`src/rtl/sram_like_arbiter.sv`:
```
// Two-master sram-like port arbiter: data-priority grant with an inst starvation guard,
// address-phase lock until addr_ok, and an in-order owner tag FIFO for routing responses.
module sram_like_arbiter #(
  parameter int OUTSTANDING  = 4,
  parameter int STARVE_LIMIT = 4
) (
  input  logic                          clk,
  input  logic                          resetn,

  input  logic                          inst_req,
  input  logic                          inst_wr,
  input  logic [1:0]                    inst_size,
  input  logic [31:0]                   inst_addr,
  input  logic [31:0]                   inst_wdata,
  output logic                          inst_addr_ok,
  output logic                          inst_data_ok,
  output logic [31:0]                   inst_rdata,

  input  logic                          data_req,
  input  logic                          data_wr,
  input  logic [1:0]                    data_size,
  input  logic [31:0]                   data_addr,
  input  logic [31:0]                   data_wdata,
  output logic                          data_addr_ok,
  output logic                          data_data_ok,
  output logic [31:0]                   data_rdata,

  output logic                          mem_req,
  output logic                          mem_wr,
  output logic [1:0]                    mem_size,
  output logic [31:0]                   mem_addr,
  output logic [31:0]                   mem_wdata,
  input  logic                          mem_addr_ok,
  input  logic                          mem_data_ok,
  input  logic [31:0]                   mem_rdata,

  output logic [$clog2(OUTSTANDING):0]  pend_cnt,
  output logic                          proto_err
);

  localparam int PTR_W = $clog2(OUTSTANDING);
  localparam int CNT_W = PTR_W + 1;
  localparam int SC_W  = $clog2(STARVE_LIMIT + 1);

  localparam logic ID_INST = 1'b0;
  localparam logic ID_DATA = 1'b1;

  localparam logic [CNT_W-1:0] CNT_FULL   = CNT_W'(OUTSTANDING);
  localparam logic [SC_W-1:0]  STARVE_MAX = SC_W'(STARVE_LIMIT);

  logic             lock_valid_q, lock_valid_d;
  logic             lock_id_q, lock_id_d;
  logic [SC_W-1:0]  starve_q, starve_d;
  logic [PTR_W-1:0] wr_ptr_q, wr_ptr_d;
  logic [PTR_W-1:0] rd_ptr_q, rd_ptr_d;
  logic [CNT_W-1:0] count_q, count_d;
  logic             proto_err_q, proto_err_d;
  logic             tag_q [OUTSTANDING];

  logic fifo_full;
  logic grant_valid;
  logic grant_id;
  logic sel_inst;
  logic req_int;
  logic accept;
  logic pop;
  logic head_id;

  assign fifo_full = (count_q == CNT_FULL);

  // A held lock overrides priority so the presented address never changes mid-handshake.
  always_comb begin
    grant_valid = 1'b0;
    grant_id    = ID_DATA;
    if (!fifo_full) begin
      if (lock_valid_q) begin
        grant_valid = 1'b1;
        grant_id    = lock_id_q;
      end else if (inst_req && (!data_req || starve_q == STARVE_MAX)) begin
        grant_valid = 1'b1;
        grant_id    = ID_INST;
      end else if (data_req) begin
        grant_valid = 1'b1;
        grant_id    = ID_DATA;
      end else if (inst_req) begin
        grant_valid = 1'b1;
        grant_id    = ID_INST;
      end
    end
  end

  assign sel_inst = grant_valid && (grant_id == ID_INST);
  assign req_int  = resetn && grant_valid && (sel_inst ? inst_req : data_req);
  assign accept   = req_int && mem_addr_ok;

  assign mem_req   = req_int;
  assign mem_wr    = sel_inst ? inst_wr    : data_wr;
  assign mem_size  = sel_inst ? inst_size  : data_size;
  assign mem_addr  = sel_inst ? inst_addr  : data_addr;
  assign mem_wdata = sel_inst ? inst_wdata : data_wdata;

  assign inst_addr_ok = accept && (grant_id == ID_INST);
  assign data_addr_ok = accept && (grant_id == ID_DATA);

  assign pop     = resetn && mem_data_ok && (count_q != '0);
  assign head_id = tag_q[rd_ptr_q];

  assign inst_data_ok = pop && (head_id == ID_INST);
  assign data_data_ok = pop && (head_id == ID_DATA);
  assign inst_rdata   = mem_rdata;
  assign data_rdata   = mem_rdata;

  assign pend_cnt  = count_q;
  assign proto_err = proto_err_q;

  always_comb begin
    lock_valid_d = lock_valid_q;
    lock_id_d    = lock_id_q;
    starve_d     = starve_q;
    wr_ptr_d     = wr_ptr_q;
    rd_ptr_d     = rd_ptr_q;
    count_d      = count_q;
    proto_err_d  = proto_err_q;

    if (accept) begin
      lock_valid_d = 1'b0;
    end else if (req_int) begin
      lock_valid_d = 1'b1;
      lock_id_d    = grant_id;
    end

    // Starvation count only tracks data wins that happen while inst is actually waiting.
    if (!inst_req) begin
      starve_d = '0;
    end else if (accept && grant_id == ID_INST) begin
      starve_d = '0;
    end else if (accept && grant_id == ID_DATA && starve_q != STARVE_MAX) begin
      starve_d = starve_q + SC_W'(1);
    end

    if (accept) begin
      wr_ptr_d = wr_ptr_q + PTR_W'(1);
    end
    if (pop) begin
      rd_ptr_d = rd_ptr_q + PTR_W'(1);
    end

    case ({accept, pop})
      2'b10:   count_d = count_q + CNT_W'(1);
      2'b01:   count_d = count_q - CNT_W'(1);
      default: count_d = count_q;
    endcase

    if (mem_data_ok && count_q == '0) begin
      proto_err_d = 1'b1;
    end
  end

  always_ff @(posedge clk or negedge resetn) begin
    if (!resetn) begin
      lock_valid_q <= 1'b0;
      lock_id_q    <= ID_INST;
      starve_q     <= '0;
      wr_ptr_q     <= '0;
      rd_ptr_q     <= '0;
      count_q      <= '0;
      proto_err_q  <= 1'b0;
    end else begin
      lock_valid_q <= lock_valid_d;
      lock_id_q    <= lock_id_d;
      starve_q     <= starve_d;
      wr_ptr_q     <= wr_ptr_d;
      rd_ptr_q     <= rd_ptr_d;
      count_q      <= count_d;
      proto_err_q  <= proto_err_d;
    end
  end

  for (genvar gi = 0; gi < OUTSTANDING; gi++) begin : g_tag
    always_ff @(posedge clk or negedge resetn) begin
      if (!resetn) begin
        tag_q[gi] <= ID_INST;
      end else if (accept && wr_ptr_q == PTR_W'(gi)) begin
        tag_q[gi] <= grant_id;
      end
    end
  end

endmodule
```
`config.mk`:
```
export PLATFORM = sky130hd
export DESIGN_NAME = sram_like_arbiter
export DESIGN_NICKNAME = d
export VERILOG_FILES = /design/src/rtl/sram_like_arbiter.sv
export SDC_FILE = /design/constraint.sdc
export NUM_CORES = 1
export LEC_CHECK = 0
export CORE_AREA = 3 3 122 124
export CTS_CLUSTER_DIAMETER = 150
export DETAILED_ROUTE_END_ITERATION = 10
export DIE_AREA = 0 0 125 127
export SYNTH_ARGS = -nofsm -noshare
export SYNTH_HDL_FRONTEND = slang
export SYNTH_SLANG_ARGS = --single-unit
```
`constraint.sdc`:
```
create_clock -name clk -period 7.2 [get_ports clk]
set_clock_uncertainty 0.1 [all_clocks]
set_input_delay 2.16 -clock clk [delete_from_list [all_inputs] [get_ports clk]]
set_output_delay 2.16 -clock clk [all_outputs]
set_load 0.005 [all_outputs]
```
==> impl_metrics.tcl, run 1 <==
set metrics [dict create \
    result_of_the_run "complete, no violations" \
    path_common_cell "sky130_fd_sc_hd__clkdlybuf4s50_1" \
    yosys.area.top_type_share_pct 23.5 \
    syn-mean-instance-area_um2 10.2 \
    timing.max_slew.rel_slack_pct 73.9 \
    power.density_nw_per_um2 294 \
    synth_fp_nets 415 \
    power.static_leakage_nw 1.74 \
    whs_path_depth 1 \
    yosys.cell_types.count 39 \
    grt_pass1_wl_mm 13.5 \
    cts-buffers-inserted 3 \
    maxCapViolations 0 \
    worst-setup-path-type "in -> out" \
    n_antenna_cell 0 \
    synth_area_um2 2390 \
    layout_setup_ws_ns 0.315 \
    holdCritPathClass "reg -> reg" \
    vias 2211 \
    place.detailed.instances 560 \
    seq_cells_post_synth 17 \
    timing.critical_path.to_type "output pin" \
    synthesis.instances 235 \
    synth_top_flop_cell "sky130_fd_sc_hd__dfrtp_1" \
    ys_warn_count 0 \
    setup_repair_after_global_routing_missed_its_margin "no" \
    max-vdd-ir-drop_mv 0.156 \
    crit_path_max_fanout 34 \
    postCtsHoldBufs 0 \
    synthArstFlopShare_pct 100 \
    drv_slew 0 \
    hold_violations 0 \
    syn2layout_area_growth_pct 80.8 \
    portBuffers 215 \
    drt-pass1-iter-count 4 \
    coreArea_um2 13900 \
    r2r.worst_path.cells 9 \
    longest_individual_stage_delay_on_the_worst_path_ns 0.52 \
    post-place-ws_ns 0.301 \
    synth.yosys.seq_area_share_pct 17.8 \
    via_per_inst 3.92 \
    dieArea_um2 15900 \
    totalNegativeSetupSlack_ns 0 \
    place_congestion 0.941 \
    synth_area_leader_cell "sky130_fd_sc_hd__mux2_2" \
    clock_path_buffers 2 \
    grt_pass1_vias 2418 \
    ios 312 \
    hpwlAfterDp_mm 8.31 \
    drc 0 \
    start_util_pct 17.2 \
    number_of_nets_at_the_end_of_the_flow 565 \
    gr-total-overflow 0 \
    timing.critical_path.cells "clkdlybuf4s50_1 -> a21bo_2 -> a31oi_2 -> nand2b_4 -> buf_12 -> mux2_2 -> clkdlybuf4s50_1" \
    cts_tree "yes" \
    number_of_antenna_violations_at_the_first_check_in_global_routing 0 \
    synth.area.top_cells "sky130_fd_sc_hd__mux2_2 24%, sky130_fd_sc_hd__buf_4 21%, sky130_fd_sc_hd__dfrtp_1 18%" \
    wl_per_cell_um 16.8 \
    clock_tree.root_cell "sky130_fd_sc_hd__clkbuf_16" \
    post_cts_resized 0 \
    critPathLaunchType "input port" \
    highest_attainable_clock_frequency_mhz 145 \
    fillerInstances 1440 \
    chipHeight_um 127 \
    cts_setup_buffers 0 \
    die-width_um 125 \
    clkTransAtPathRegs_ns 0.05 \
    groute.usage.overall_pct 10.4 \
    timing.critical_path.required_ns 4.94 \
    pin_count_of_the_biggest_net_entering_global_routing 35 \
    cp.arrival_ns 4.63 \
    worst_slew_pin_slew_ns 0.390 \
    drtAntennaViolNets 0 \
    timing.final.crit_period_ns 6.89 \
    postRouteWirelength_mm 9.45 \
    synth_edf_count 0 \
    cp_slowest_cell "sky130_fd_sc_hd__clkdlybuf4s50_1" \
    worst_skew_pair.late_latency_ns 0.25 \
    drive_gt1_share_pct 21.1 \
    numClockSinks 17 \
    setup_viol 0 \
    h-tree-depth 1 \
    fp-row-count 43 \
    initialDrtViolationCount 38 \
    final_cells 564 \
    post-route-period-util_pct 95.6 \
    yosysMostFrequentCell "sky130_fd_sc_hd__buf_4" \
    synthTopCellsByCount "68 x sky130_fd_sc_hd__buf_4, 50 x sky130_fd_sc_hd__mux2_2, 19 x sky130_fd_sc_hd__mux2_4" \
]
==> flip-flops by register name, indices dropped and copies added (netlist names) <==
register and flops:
lock_id_q 1, lock_valid_q 1, pend_cnt 3, proto_err 1
rd_ptr_q 2, starve_q 3, tag_q 4, wr_ptr_q 2
==> metrics by stage <==
step | area, um^2 | util [%] | hold WS (ns) | power, mW
floorplan | 2390 | - | 0.353 | 0.729
global placement | 4240 | 30.5 | 0.365 | 1.16
detailed placement | 4240 | 30.5 | 0.367 | 1.17
CTS | 4320 | 31.1 | 0.383 | 1.29
global route | 4320 | 31.1 | 0.412 | 1.35
finish | 4320 | 31.1 | 0.377 | 1.27
==> where the power goes <==
part           internal (mW)  leakage (nW)  total [mW]  switching, mW
clock network         0.0749        0.0371       0.113         0.0380
registers              0.137         0.201       0.174         0.0372
logic                  0.647          1.50       0.983          0.336
total                  0.859          1.74        1.27          0.411
==> area by class of cell <==
cell class                      instances  area, um^2  area share [%]
Clock buffer                            3        75.1            1.74
Tap cell                              180         225            5.21
Sequential cell                        17         425            9.84
Inverter                               10        37.5           0.868
Multi-Input combinational cell        134        1350            31.1
Timing Repair Buffer                  219        2210            51.1
Clock inverter                          1        7.51           0.174
==> cells by family after synthesis <==
| family | after synthesis | share of synthesized area, % |
|---|---|---|
| buffers and inverters | 84 | 26.3 |
| muxes | 72 | 37.3 |
| AOI/OAI and AO/OA | 20 | 6.02 |
| adders and majority gates | 8 | 4.50 |
| DFF | 17 | 17.8 |
| xor gates and xnor gates | 6 | 2.20 |
| and+or+nand+nor | 28 | 5.97 |
==> routing by layer <==
metal	part of all wire, %	wire length (um)	vias up	GRT usage (%)
li1	-	-	1048	-
met1	37	3520	1020	11.8
met2	52	4880	133	18.6
met3	10	988	10	4.68
met4	0.57	54	0	1.40
met5	0	0	-	0
==> worst paths after layout <==
kind	from	endpoint	slack, ns
max in group asynchronous	resetn	proto_err	4.61
worst max-delay path	data_req	mem_wdata[2]	0.31
worst min register to register	proto_err	proto_err	0.38
min in group asynchronous	resetn	tag_q[3]	2.18
worst min-delay path	proto_err	proto_err	0.38
worst max register to register	pend_cnt[0]	pend_cnt[2]	4.39
==> critical path: cells and delay by family <==
kind | cells | cell delay, ns
multiplexers | 1 | 0.36
buffers and inverters | 3 | 1.25
AO/OA/AOI/OAI | 2 | 0.50
AND/OR/NAND/NOR | 1 | 0.32
==> cell usage in the layout, fill, tap and decap left out, types with 2 or more instances in the layout <==
cell type and instances:
sky130_fd_sc_hd__clkdlybuf4s50_1 215, sky130_fd_sc_hd__mux2_2 50, sky130_fd_sc_hd__mux2_4 19, sky130_fd_sc_hd__dfrtp_1 17
sky130_fd_sc_hd__inv_1 10, sky130_fd_sc_hd__nand2_1 10, sky130_fd_sc_hd__a31oi_1 8, sky130_fd_sc_hd__ha_1 7
sky130_fd_sc_hd__nor2_1 4, sky130_fd_sc_hd__xnor2_1 4, sky130_fd_sc_hd__and3_1 3, sky130_fd_sc_hd__clkbuf_16 3
sky130_fd_sc_hd__mux2i_1 2, sky130_fd_sc_hd__and2_1 2, sky130_fd_sc_hd__nand3_1 2, sky130_fd_sc_hd__xor2_1 2
sky130_fd_sc_hd__o22ai_1 2, sky130_fd_sc_hd__buf_12 2, sky130_fd_sc_hd__buf_4 2
Power figures use the tool's default switching activity.
==> inputs of run 2 (changes only) <==
==> constraint.sdc (replaced) <==
create_clock -name clk -period 8 [get_ports clk]
set_clock_uncertainty 0.1 [all_clocks]
set_input_delay 2.4 -clock clk [delete_from_list [all_inputs] [get_ports clk]]
set_output_delay 2.4 -clock clk [all_outputs]
set_load 0.005 [all_outputs]
==> impl_metrics.tcl, run 2 (synthesis gave the netlist of run 1 again) <==
set metrics [dict create \
    final_cells 563 \
    crit_reg_reg_endpoint "pend_cnt[2]" \
    postRouteWirelength_mm 9.63 \
    place.detailed.instances 559 \
    setup_repair_after_global_routing_missed_its_margin "no" \
    groute.usage.overall_pct 10.7 \
    layout_commonest_cell "sky130_fd_sc_hd__clkdlybuf4s50_1" \
    totalNegativeSetupSlack_ns 0 \
    numClockSinks 17 \
    timing.final.crit_period_ns 7.37 \
    number_of_antenna_violations_at_the_first_check_in_global_routing 0 \
    gr-total-overflow 0 \
    post-route-period-util_pct 92.2 \
    place_congestion 0.963 \
    hpwlAfterDp_mm 8.50 \
    die-width_um 125 \
    registers.top_by_ff_count "tag_q" \
    initialDrtViolationCount 48 \
    drv_slew 0 \
    start_util_pct 17.2 \
    pin_count_of_the_biggest_net_entering_global_routing 31 \
    r2r.worst_path.cells 9 \
    result_of_the_run "complete, no violations" \
    h-tree-depth 1 \
    via_per_inst 3.92 \
    clock_tree.root_cell "sky130_fd_sc_hd__clkbuf_16" \
    coreArea_um2 13900 \
    layout.cells.most_common_list "215 x sky130_fd_sc_hd__clkdlybuf4s50_1, 50 x sky130_fd_sc_hd__mux2_2, 19 x sky130_fd_sc_hd__mux2_4, 17 x sky130_fd_sc_hd__dfrtp_1" \
    power.density_nw_per_um2 264 \
    crit_path_end "mem_wdata[1]" \
    chipHeight_um 127 \
    worst_skew_pair.late_latency_ns 0.25 \
    maxCapViolations 0 \
    wl_per_cell_um 17.1 \
    wl_met1_mm 3.57 \
    grt_pass1_wl_mm 13.7 \
    setup.worst_path.start "data_req" \
    top_signal_layer_used "met4" \
    critPathLaunchType "input port" \
    portBuffers 215 \
    r2r_setup_slk_ns 5.20 \
    vias 2208 \
    dieArea_um2 15900 \
    wl_met3_um 982 \
    fp-row-count 43 \
    fin_util_pct 31.1 \
    holdCritPathClass "reg -> reg" \
    drtAntennaViolNets 0 \
    timing.critical_path.to_type "output pin" \
    cp_slowest_cell "sky130_fd_sc_hd__clkdlybuf4s50_1" \
    cts_tree "yes" \
    cts_setup_buffers 0 \
    hold_violations 0 \
    largest_register_ff_count 4 \
    grt_pass1_vias 2291 \
    timing.critical_path.cells "clkdlybuf4s50_1 -> a21bo_2 -> a31oi_2 -> nand2b_4 -> buf_12 -> mux2_2 -> clkdlybuf4s50_1" \
    worst_slew_pin_slew_ns 0.496 \
    longest_individual_stage_delay_on_the_worst_path_ns 0.52 \
    fillerInstances 1425 \
    worst-setup-path-type "in -> out" \
    setup_viol 0 \
    timing.max_slew.rel_slack_pct 66.9 \
    clock_path_buffers 2 \
    n_antenna_cell 0 \
    met2RoutedLength_mm 5.01 \
    drc 0 \
    cts-buffers-inserted 3 \
    power.static_leakage_nw 1.73 \
    syn2layout_area_growth_pct 80.5 \
    timing.critical_path.required_ns 5.50 \
    max-vdd-ir-drop_mv 0.165 \
    rr_startpoint "pend_cnt[0]" \
    number_of_nets_at_the_end_of_the_flow 564 \
    postCtsHoldBufs 0 \
    whs_path_depth 1 \
    path_common_cell "sky130_fd_sc_hd__clkdlybuf4s50_1" \
    drt-pass1-iter-count 4 \
    post_cts_resized 0 \
    cp.arrival_ns 4.87 \
    crit_path_max_fanout 30 \
    clkTransAtPathRegs_ns 0.05 \
    drive_gt1_share_pct 20.9 \
    highest_attainable_clock_frequency_mhz 136 \
    ios 312 \
]
-- run 2: cell types whose count changed in the layout (fill, tap and decap cells not counted), sizes merged --
cell	previous run	this run
buf	4	3
-- run 2: how the worst min path moves through the flow --
| stage | endpoint | start | slack, ns |
|---|---|---|---|
| finish | proto_err | proto_err | 0.37 |
| global route | proto_err | proto_err | 0.42 |
| CTS | proto_err | proto_err | 0.38 |
| detailed placement | proto_err | proto_err | 0.37 |
| global placement | proto_err | proto_err | 0.37 |
| floorplan | rd_ptr_q[1] | rd_ptr_q[1] | 0.35 |
-- run 2: cell type report --
cell class	instances	area [um^2]	share of cell area, %
multi-input combinational	134	1350	31.2
timing repair buffer	218	2200	51.0
inverter	10	37.5	0.870
sequential	17	425	9.86
clock buffer	3	75.1	1.74
tap	180	225	5.22
clock inverter	1	7.51	0.174
-- run 2: metal layers --
metal / vias up / track usage, %
li1: 1047 / -
met1: 1018 / 12.3
met2: 131 / 19.1
met3: 12 / 4.60
met4: 0 / 1.28
met5: - / 0
-- run 2: critical path, delay by kind of cell --
family / cells / cell delay (ns)
simple gates: 1 / 0.36
buf+inv: 3 / 1.25
compound gates: 2 / 0.50
mux: 1 / 0.36
-- run 2: power by group --
part	switching, mW	total, mW	leakage (nW)	internal [mW]
Sequential	0.0330	0.156	0.201	0.123
Clock	0.0350	0.102	0.0371	0.0674
Combinational	0.301	0.881	1.49	0.581
-- run 2: through the flow --
step           setup slack, ns  hold WS, ns  power (mW)  area [um^2]
2_1_floorplan             1.87        0.353       0.656         2390
3_3_place_gp             0.657        0.365        1.04         4230
3_5_place_dp             0.613        0.371        1.05         4230
4_1_cts                  0.608        0.384        1.16         4320
5_1_grt                  0.504        0.421        1.22         4320
6_report                 0.626        0.373        1.14         4320
==> inputs of run 3 (changes only) <==
--- a/config.mk
+++ b/config.mk
@@ -9,6 +9,7 @@
 export CTS_CLUSTER_DIAMETER = 150
 export DETAILED_ROUTE_END_ITERATION = 10
 export DIE_AREA = 0 0 125 127
+export SLEW_MARGIN = 30
 export SYNTH_ARGS = -nofsm -noshare
 export SYNTH_HDL_FRONTEND = slang
 export SYNTH_SLANG_ARGS = --single-unit
==> results of run 3 <==
Final layout, timing and power as in run 2 (identical DEF).
